### src/rtl/mac_stop_accumulator.sv
`default_nettype none
// ============================================================================
//  Module   : mac_stop_accumulator
//  Purpose  : Accumulate stage of a matrix-multiply engine, C = A * B.
//             Sums K consecutive pre-computed products A[i][k]*B[k][j] into
//             one C element and presents it, with its C address and a write
//             strobe, on the cycle of the last k term. Raises a sticky done
//             flag once C[M-1][N-1] has been written.
//  Ports    : clk, resetn (async, active low)
//             product_reg                    - unsigned product of this term
//             matrix_a_col_addr_counter_reg  - k index (decoded for "last")
//             matrix_b_row_addr_counter_reg  - k index of B (not decoded)
//             matrix_a_row_addr_counter_reg  - i index of this term
//             matrix_b_col_addr_counter_reg  - j index of this term
//             mult_done_reg                  - product/indices valid
//             data_out_c, matrix_c_we, row_addr_c, col_addr_c - C write port
//             mac_done                       - all M*N elements written
//  Config   : MAC_STOP_ACCUM_OUTREG_EN - when defined, the C write port is
//             registered (one cycle after the last term); otherwise it is
//             combinational with zero latency.
//  Revision : 1.0 - initial release
// ============================================================================
module mac_stop_accumulator #(
    parameter int M                        = 4,
    parameter int K                        = 4,
    parameter int N                        = 4,
    parameter int DATA_WIDTH_INIT_MATRIX   = 32,
    parameter int DATA_WIDTH_RESULT_MATRIX = 2*DATA_WIDTH_INIT_MATRIX + $clog2(K)
) (
    input  logic                                   clk,
    input  logic                                   resetn,
    input  logic [2*DATA_WIDTH_INIT_MATRIX-1:0]    product_reg,
    input  logic [((K > 1) ? $clog2(K) : 1)-1:0]   matrix_a_col_addr_counter_reg,
    input  logic [((K > 1) ? $clog2(K) : 1)-1:0]   matrix_b_row_addr_counter_reg,
    input  logic [((M > 1) ? $clog2(M) : 1)-1:0]   matrix_a_row_addr_counter_reg,
    input  logic [((N > 1) ? $clog2(N) : 1)-1:0]   matrix_b_col_addr_counter_reg,
    input  logic                                   mult_done_reg,
    output logic [DATA_WIDTH_RESULT_MATRIX-1:0]    data_out_c,
    output logic                                   matrix_c_we,
    output logic                                   mac_done,
    output logic [((M > 1) ? $clog2(M) : 1)-1:0]   row_addr_c,
    output logic [((N > 1) ? $clog2(N) : 1)-1:0]   col_addr_c
);

    localparam int c_KW = (K > 1) ? $clog2(K) : 1;
    localparam int c_MW = (M > 1) ? $clog2(M) : 1;
    localparam int c_NW = (N > 1) ? $clog2(N) : 1;
    localparam int c_DR = DATA_WIDTH_RESULT_MATRIX;

    localparam logic [c_KW-1:0] c_K_LAST = c_KW'(K - 1);
    localparam logic [c_MW-1:0] c_M_LAST = c_MW'(M - 1);
    localparam logic [c_NW-1:0] c_N_LAST = c_NW'(N - 1);

    logic [c_DR-1:0] r_acc;
    logic            r_mac_done;
    logic [c_DR-1:0] w_sum;
    logic            w_last;
    logic            w_final;

    // The B row index always mirrors the A column index, so only the A side
    // is decoded; the B index is intentionally left unused.
    logic w_unused_b_row;
    assign w_unused_b_row = ^matrix_b_row_addr_counter_reg;

    always_comb begin
        w_sum   = r_acc + c_DR'(product_reg);
        w_last  = mult_done_reg && (matrix_a_col_addr_counter_reg == c_K_LAST);
        w_final = w_last
                  && (matrix_a_row_addr_counter_reg == c_M_LAST)
                  && (matrix_b_col_addr_counter_reg == c_N_LAST);
    end

    // Accumulator clears on the same edge that commits a finished element,
    // so consecutive dot products need no idle cycle between them.
    always_ff @(posedge clk or negedge resetn) begin
        if (!resetn) begin
            r_acc <= '0;
        end else if (w_last) begin
            r_acc <= '0;
        end else if (mult_done_reg) begin
            r_acc <= w_sum;
        end
    end

    // Done is sticky; further terms keep accumulating and writing normally.
    always_ff @(posedge clk or negedge resetn) begin
        if (!resetn) begin
            r_mac_done <= 1'b0;
        end else if (w_final) begin
            r_mac_done <= 1'b1;
        end
    end

    assign mac_done = r_mac_done;

`ifdef MAC_STOP_ACCUM_OUTREG_EN
    logic [c_DR-1:0] r_data_out_c;
    logic            r_matrix_c_we;
    logic [c_MW-1:0] r_row_addr_c;
    logic [c_NW-1:0] r_col_addr_c;

    // Registered write port: lands on the same edge that raises mac_done
    // for the final element.
    always_ff @(posedge clk or negedge resetn) begin
        if (!resetn) begin
            r_data_out_c  <= '0;
            r_matrix_c_we <= 1'b0;
            r_row_addr_c  <= '0;
            r_col_addr_c  <= '0;
        end else begin
            r_data_out_c  <= w_last ? w_sum : '0;
            r_matrix_c_we <= w_last;
            r_row_addr_c  <= matrix_a_row_addr_counter_reg;
            r_col_addr_c  <= matrix_b_col_addr_counter_reg;
        end
    end

    assign data_out_c  = r_data_out_c;
    assign matrix_c_we = r_matrix_c_we;
    assign row_addr_c  = r_row_addr_c;
    assign col_addr_c  = r_col_addr_c;
`else
    assign data_out_c  = w_last ? w_sum : '0;
    assign matrix_c_we = w_last;
    assign row_addr_c  = matrix_a_row_addr_counter_reg;
    assign col_addr_c  = matrix_b_col_addr_counter_reg;
`endif

endmodule
`default_nettype wire

### config.mk
export PLATFORM = sky130hd
export DESIGN_NAME = mac_stop_accumulator
export DESIGN_NICKNAME = d
export VERILOG_FILES = /design/src/rtl/mac_stop_accumulator.sv
export SDC_FILE = /design/constraint.sdc
export NUM_CORES = 1
export LEC_CHECK = 0
export ABC_AREA = 1
export BUFFER_PORTS_ARGS = -buffer_cell sky130_fd_sc_hd__buf_2
export CORE_AREA = 3 3 124 126
export DETAILED_ROUTE_END_ITERATION = 12
export DIE_AREA = 0 0 127 129
export PLACE_DENSITY = 0.92
export SYNTH_ARGS = -nofsm -noshare
export SYNTH_HDL_FRONTEND = slang
export SYNTH_SLANG_ARGS = --single-unit
### constraint.sdc
create_clock -name clk -period 3.2 [get_ports clk]
set_clock_uncertainty 0.2 [all_clocks]
set_input_delay 0.16 -clock clk [delete_from_list [all_inputs] [get_ports clk]]
set_output_delay 0.16 -clock clk [all_outputs]
set_load 0.005 [all_outputs]
==> Yosys cells after proc, flatten, opt, wreduce, memory -nomap -nowiden <==
Cells that the tools add are included.
{ "totals": {"register_bits": 67, "inputBits": 75, "output_inout_bits": 72, "wordCells": 13} }
{ "op_classes": {"addsub": 1, "eq_ne": 3, "n_mux": 3, "reduce_logical": 4} }
{ "ops": {"columns": ["operator", "count"], "rows": [
  ["2-to-1 mux 66 bit", 3],
  ["adder 66 x 64 -> 66 bit", 1],
  ["== test 2 bit (second input constant)", 3],
  ["logical AND 1 bit", 3],
  ["nonzero test 2 bit", 1]
]} }

==> Longest topological paths before layout <==
Gate-level depths: netlist of run 1.
{ "depth": {"word_depth": 4, "mapped_depth": 16, "ltp_nobuf": 16} }

==> Worst setup path before layout of run 1 <==
OpenSTA, ideal clock, no wires.
{ "synth_path": {"kind": "flip-flop to output port", "startpoint": "register r_acc[0]", "endpoint": "output data_out_c[60]", "arrival_time_ns": 1.983, "t_required_ns": 2.840, "setup_slack_ns": 0.857, "path_stages_with_launch": 16, "n_path_buf": 0, "cell_sequence": "dfrtp_1 ha_1 inv_1 fa_1 nand3b_1 nand2_2 nand2_1 nand2_2 nand2_1 nand2_2 nand3_1 nand2_2 nand2_1 nand3b_1 nand2_1 nor2_1"} }
{ "synth_between": {"elab_chain_cells": 2} }
{ "synth_lines": {"columns": ["element", "line", "source"], "rows": [
  ["start, declared", "54", "logic [c_DR-1:0] r_acc;"],
  ["start signal, assigned", "81", "r_acc <= w_sum;"],
  ["adder 66 x 64 -> 66 bit", "66", "w_sum = r_acc + c_DR'(product_reg);"],
  ["2-to-1 mux 66 bit", "123", "assign data_out_c = w_last ? w_sum : '0;"],
  ["end, declared", "38", "output logic [DATA_WIDTH_RESULT_MATRIX-1:0] data_out_c,"]
]} }
No other way between the ends.

==> Final worst setup path of run 1 <==
{ "layout_path": {"startpoint": "register r_acc[28]", "endpoint": "output data_out_c[36]"} }
Same word-level chain as after synthesis.

==> results of run 1 <==
[worst max-delay path: cells and delay by family (launching register included)]
kind          cells  cell delay (ns)
fa+ha+maj         1             0.39
buf+inv           1             0.15
simple gates      9             1.46
flops             1             0.39
[cells in the mapped netlist]
library cell / count
a21oi_1: 75
a21oi_2: 9
and2_1: 2
buf_2: 3
buf_4: 4
clkbuf_1: 18
clkinv_1: 4
dfrtp_1: 67
fa_1: 1
ha_1: 64
inv_1: 238
inv_2: 12
nand2_1: 550
nand2_2: 29
nand2_4: 1
nand3_1: 59
nand3_2: 7
nand3b_1: 11
nand3b_2: 2
nand4_1: 12
nor2_1: 172
nor2_2: 18
nor3_1: 14
nor3_2: 3
nor4_2: 1
o211ai_2: 1
o21ai_0: 54
o21ai_1: 23
o21bai_1: 10
o22ai_1: 1
xnor2_1: 29
xor2_1: 3
[worst max-delay path by stage]
stage	from	end	slack [ns]	depth (start not counted)
after floorplan	r_acc[0]	data_out_c[60]	0.86	15
after global placement	r_acc[0]	data_out_c[62]	0.33	17
after detailed placement	r_acc[0]	data_out_c[62]	0.28	17
after CTS	r_acc[0]	data_out_c[50]	0.01	17
after global routing	r_acc[28]	data_out_c[36]	-0.05	11
final	r_acc[28]	data_out_c[36]	0.10	11
[flip-flops by register name (all words and copies together), names as in the netlist]
name      count
r_acc        66
mac_done      1
[logic make-up (layout without fill, tap and decap cells)]
family                     after synthesis  in the layout
AOI/OAI and AO/OA                      173            173
and+or+nand+nor                        881            881
adders and majority gates               65             65
buffers and inverters                  279            434
xor gates and xnor gates                32             32
DFF                                     67             67
[per-stage QoR]
step	cells	hold WS, ns	utilization, %
after floorplan	1497	-0.3356	-
after global placement	1806	0.07967	64.94
after detailed placement	1806	0.09220	64.94
after CTS	1826	0.06801	67.45
after global routing	1836	0.1244	68.98
final	1836	0.04796	68.98
[final cells by class]
type	instances	area [um2]
multi-input cells	1151	5883
fillers	1390	4474
flip-flops and latches	67	1677
inverters	254	953.4
repair buffers	164	893.4
clock buffers	11	252.7
well taps	184	230.2
clock inverters	5	60.06
[per-layer routing]
layer | vias up | share of wire [%] | GRT usage, %
li1 | 4920 | - | -
met1 | 4443 | 45 | 49.50
met2 | 431 | 45 | 57.29
met3 | 59 | 7.8 | 4.898
met4 | 0 | 2.6 | 10.47
met5 | - | 0 | 0
[power by group]
part           switching [W]  internal, W  total [W]  leakage (nW)
registers           0.000259      0.00126    0.00151         0.825
clock network       0.000439     0.000650    0.00109         0.152
logic                0.00456      0.00234    0.00690          4.84
[what timing repair did]
action                                  4_1_cts  5_1_grt
buffers inserted                              0       10
endpoints found under the setup margin        9       25
pin swaps                                     0       10
endpoints found under the hold margin        34        0
hold buffers                                  4        0
gates resized for setup                       4       35
==> summary.txt, run 1 <==
Synthesis
  – Synth top area cells: nand2_1 24%, dfrtp_1 20%, inv_1 11%
  – Synth Warn #: 0
  – Post-synthesis sequential area ratio: 19.81%
  – Syn Area/Cell: around 5.7 um2
  – Yosys top cell by area: nand2_1
  – Synth Cell Area: ~0.0085 mm2
  – Largest family of logic cells by synthesized area: simple AND/OR/NAND/NOR gates
  – Complex-gate fraction of the synthesized area: approximately 11%
  – Adder-Cell Fraction of Synth Area: under 10%
  – Area share of the largest cell type after synthesis: around 24%
  – Mapped Nets: 1,637
  – Synth Area in Simple Gates: between 40 and 50%
  – Post-Synth XOR/XNOR Area: 3.312%
  – Post-Syn Instances: 1,497
  – Post-synthesis register bit count: between 60 and 70
  – Cell variety after synth: 32
  – Mux cell area share after synthesis: 0%

Global route
  – Vias in the first global route: approximately 9,000
  – First-pass GRT wire length: 45.66 mm
  – GR Overflow Total: 0
  – Initial antenna violation count: 0
  – GRT Overall Usage: ~35%
  – Largest net degree at the start of global routing: 66

Critical path
  – Critical path cell sequence: ha_1 -> nand2_1 -> nor2_2 -> nand2_1 -> nor2_1 -> nand4_1 -> nand3_1 -> nand2_1 -> nand2_1 -> nor2_1 -> buf_2
  – Reg2reg path depth: 10
  – Crit Path Max Fanout: 4
  – Worst endpoint required time: about 2.8 ns
  – Startpoint types: flop
  – Critical path capture point type: output pin
  – Max incr delay on CP: 0.39 ns
  – Worst r2r dst: r_acc[36]
  – R2R Setup Slk: ~0.6 ns
  – CP most frequent cell: nand2_1
  – Reg2reg start: r_acc[28]
  – Arrival time worst endpoint: between 2 and 3 ns
  – CP Class: reg -> out
  – Worst path slowest cell: dfrtp_1

Power and ir drop
  – Tot Pwr: approximately 0.0095 W
  – Leakage: between 5 and 6 nW
  – Pwr Density: 955.0 mW/mm2
  – Peak supply drop: roughly 0.46 mV

Floorplanning
  – Die ar.: between 0.015 and 0.02 mm2
  – Chip Height: about 130 um
  – IO Count: roughly 150
  – Row count: between 40 and 50
  – Initial Utilization: a little under 60%
  – CORE AREA: 0.01442 mm2
  – Die span in x: 127 um

Route
  – Vias per cell: between 5 and 6
  – Iter 0 DRT Violations: about 860
  – Final WL: 29.74 mm
  – Final ANT Viol Nets: 0
  – Post-route DRC: 0
  – Vias: about 10,000
  – DRT Pass-1 Iters: 6
  – Avg WL per Cell: ~16 um

Timing
  – Worst-Margin Slew: around 0.85 ns
  – RSZ-0062 raised after global routing: true
  – Post-route minimum period: around 3.1 ns
  – Setup-failing EPs final: 0
  – Max Fclk: roughly 320 MHz
  – Max-slew headroom: between 40% and 50%
  – Final Max Tran Viols: 0
  – Setup WS post-layout: 0.1014 ns
  – Setup TNS: 0 ns
  – Endpoints failing hold: 0
  – Period Utilization, post-route: 96.83%

Min path
  – Hold path endpoint: r_acc[0]
  – HP Start: product_reg[0]
  – Hold Crit Class: in -> reg
  – WHS Path Cells: 4

Cells and area
  – Commonest non-fill, non-tap cells in the layout: 538 x nand2_1, 237 x inv_1, 169 x nor2_1
  – Area delta synth->final: 17.56%
  – ANT cells: 0
  – Most frequent standard cell in the layout excluding fill and tap cells: nand2_1
  – Post-route cell area: between 0.009 and 0.01 mm2
  – Layout cells sized above 1: approximately 18%
  – Final #Nets: between 1,500 and 2,000

Place
  – RePlAce Congestion: 1.020
  – DP Area: ~0.0094 mm2
  – Pre-CTS setup slack: roughly 0.28 ns
  – Post-DP HPWL: about 25 mm
  – IO buf count: approximately 140

Run status
  – Status: complete, no violations

Clock tree
  – CTS HTree Levels: 3
  – Root Buffer: clkbuf_16
  – Total CTS buffers: 9
  – CTS Buffer Depth: 2
  – Clock sinks: 67
  – TritonCTS clock tree: built
  – Worst-path clk slew: roughly 0.060 ns
  – Worst-Skew Late Latency: roughly 0.35 ns

Job
  – Max-Cap Viols: 0
Note: power is estimated with default switching activity, not from simulation.
==> run 2: changes to the inputs <==
==> constraint.sdc (replaced) <==
create_clock -name clk -period 3 [get_ports clk]
set_clock_uncertainty 0.2 [all_clocks]
set_input_delay 0.15 -clock clk [delete_from_list [all_inputs] [get_ports clk]]
set_output_delay 0.15 -clock clk [all_outputs]
set_load 0.005 [all_outputs]
==> run 2 against run 1 <==
The run now ends with negative setup slack left. Power is 21% higher. Final cell count is 1.0% higher. Core utilization is 6.5 points higher. Clock-buffer cell count is 2 higher. Largest cell class unchanged. First-iteration DRC count is 14% higher. Sequential cell count stayed put. Design area is 9.4% higher. Highest routed layer unchanged. Critical endpoint is now data_out_c[52].
==> summary.txt, run 2 (synthesized netlist as in run 1, its figures left out) <==
Run status
  – Status: complete, but fails checks (was complete, no violations)
  – Failing checks: negative setup slack

Timing
  – Endpoints failing hold: 0 (unchanged)
  – Post-route minimum period: roughly 3.0 ns
  – Period Utilization, post-route: 101.4%
  – Max-slew headroom: 35.48% (was 43.10%)
  – Worst-Margin Slew: 0.9668 ns (was 0.8535 ns)
  – Setup WS post-layout: -0.04158 ns (was 0.1014 ns)
  – Setup-failing EPs final: 2 (was 0)
  – Max Fclk: approximately 330 MHz
  – Final Max Tran Viols: 0 (unchanged)
  – RSZ-0062 raised after global routing: true (unchanged)

Place
  – Pre-CTS setup slack: 0.1102 ns (was 0.2753 ns)
  – RePlAce Congestion: 1.016 (was 1.020)
  – IO buf count: 144 (unchanged)
  – Post-DP HPWL: 24.85 mm (was 24.60 mm)

Cells and area
  – Most frequent standard cell in the layout excluding fill and tap cells: nand2_1 (unchanged)
  – # fillers: 1,212 (was 1,390)
  – ANT cells: 0 (unchanged)
  – Final #Nets: 1,807 (was 1,787)
  – Layout cells sized above 1: 26.75% (was 17.80%)
  – Largest register FFs: 66 (unchanged)
  – Register Area: 0.001677 mm2 (unchanged)
  – Most flops, register: r_acc (unchanged)
  – Multi-input gate area: 0.006656 mm2 (was 0.005883 mm2)
  – Commonest non-fill, non-tap cells in the layout: 482 x nand2_1, 236 x inv_1, 145 x nor2_1 (was 538 x nand2_1, 237 x inv_1, 169 x nor2_1)
  – Area delta synth->final: 28.65% (was 17.56%)

Floorplanning
  – CORE AREA: 0.01442 mm2 (unchanged)
  – IO Count: 147 (unchanged)
  – Chip Height: 129 um (unchanged)
  – Initial Utilization: 58.67% (unchanged)
  – Die ar.: 0.01638 mm2 (unchanged)
  – Die span in x: 127 um (unchanged)
  – Row count: 44 (unchanged)

Critical path
  – Arrival time worst endpoint: 2.69 ns (was 2.74 ns)
  – CP Class: reg -> out (unchanged)
  – Critical path capture point type: output pin (unchanged)
  – Worst endpoint required time: 2.65 ns (was 2.84 ns)
  – Crit Path Max Fanout: 4 (unchanged)
  – Startpoint types: flop (unchanged)

Route
  – Avg WL per Cell: 17.13 um (was 16.20 um)
  – Final ANT Viol Nets: 0 (unchanged)
  – DRT Pass-1 Iters: 10 (was 6)
  – Iter 0 DRT Violations: 981 (was 862)
  – Vias: 10,275 (was 9,853)
  – Final WL: 31.77 mm (was 29.74 mm)
  – Post-route DRC: 0 (unchanged)
  – Vias per cell: 5.539 (was 5.367)

Global route
  – GR Overflow Total: 0 (unchanged)
  – Vias in the first global route: 9,366 (was 8,828)
  – GRT Overall Usage: 36.75% (was 35.42%)
  – First-pass GRT wire length: 47.51 mm (was 45.66 mm)
  – Initial antenna violation count: 0 (unchanged)
  – Largest net degree at the start of global routing: 66 (unchanged)

Clock tree
  – Clock sinks: 67 (unchanged)
  – CTS HTree Levels: 3 (unchanged)
  – Root Buffer: clkbuf_16 (unchanged)
  – Worst-path clk slew: 0.06 ns (about the same)
  – Worst-Skew Late Latency: 0.35 ns (about the same)
  – Total CTS buffers: 9 (unchanged)
  – CTS Buffer Depth: 2 (unchanged)
  – TritonCTS clock tree: built (unchanged)

Job
  – Max-Cap Viols: 0 (unchanged)

Power and ir drop
  – Leakage: 6.172 nW (was 5.813 nW)
  – Peak supply drop: 0.5657 mV (was 0.4632 mV)
  – Tot Pwr: 0.01147 W (was 0.009502 W)
  – Pwr Density: 1054 mW/mm2 (was 955.0 mW/mm2)

Min path
  – Hold Crit Class: in -> reg (unchanged)
-- run 2: changes by cell type in the layout (fill, tap and decap cells not counted), moves of 17 or more --
| cell | change |
|---|---|
| nand2_4 | +20 |
| a21oi_1 | -17 |
| nand2_2 | +34 |
| nor2_1 | -24 |
| buf_4 | +17 |
| nor2_2 | +19 |
| ha_1 | -24 |
| nand2_1 | -56 |
-- run 2: final timing paths --
kind | start | end | slack (ns) | cells past startpoint
min in group asynchronous | resetn | r_acc[42] | 0.26 | 2
setup / recovery | r_acc[0] | data_out_c[52] | -0.04 | 17
setup reg to reg | r_acc[0] | r_acc[38] | 0.40 | 15
hold reg to reg | mac_done | mac_done | 0.28 | 1
max in group asynchronous | resetn | r_acc[19] | 1.64 | 3
hold / removal | product_reg[53] | r_acc[53] | 0.07 | 5
-- run 2: final cells by class --
| class | instances | area share [%] |
|---|---|---|
| clock inverter | 2 | 0.5516 |
| sequential | 67 | 15.40 |
| multi-input combinational | 1151 | 61.14 |
| clock buffer | 13 | 2.298 |
| inverter | 254 | 8.757 |
| timing repair buffer | 184 | 9.745 |
| tap | 184 | 2.114 |
-- run 2: routing by layer --
layer  up-vias  track usage (%)  part of all wire (%)
met4         0            10.60                   3.0
li1       4966                -                     -
met1      4720            50.33                    42
met2       513            59.56                    46
met5         -                0                     0
met3        76            6.725                   9.0
-- run 2: per-stage QoR --
step	cell area, um2	hold slack, ns	setup TNS, ns	instances	util (%)
after detailed placement	9382	0.07213	0	1808	65.04
after global placement	9382	0.05442	0	1808	65.04
final	10890	0.06946	-0.06652	1855	75.49
after floorplan	8463	-0.3456	0	1497	-
after global routing	10890	0.1028	-1.892	1855	75.49
after CTS	9947	0.08632	-0.008865	1840	68.96
-- run 2: power breakdown --
part / internal, W / switching, W / leakage [nW]
clock network: 0.000748 / 0.000441 / 0.150
registers: 0.00134 / 0.000315 / 0.825
logic: 0.00313 / 0.00549 / 5.20
total: 0.00522 / 0.00625 / 6.17
-- run 2: repair_timing --
item,CTS,global route
pin swaps,9,35
endpoints found under the setup margin,19,40
hold endpoints to repair,32,0
gates resized for setup,32,195
buffers inserted,13,16
hold buffers,4,0
-- run 2: worst max-delay path, stage by stage (launching register included) --
cell	delay (ns)
dfrtp_1	0.34
ha_2	0.18
inv_2	0.04
fa_2	0.33
nand3b_1	0.19
nand2_2	0.16
nand2_2	0.09
nand2_4	0.11
nand2_2	0.06
nand2_2	0.11
nand2_2	0.08
nand2_4	0.11
nand3_4	0.10
nand2_2	0.10
nand2_2	0.06
nand2_2	0.07
nor2_1	0.05
buf_2	0.16
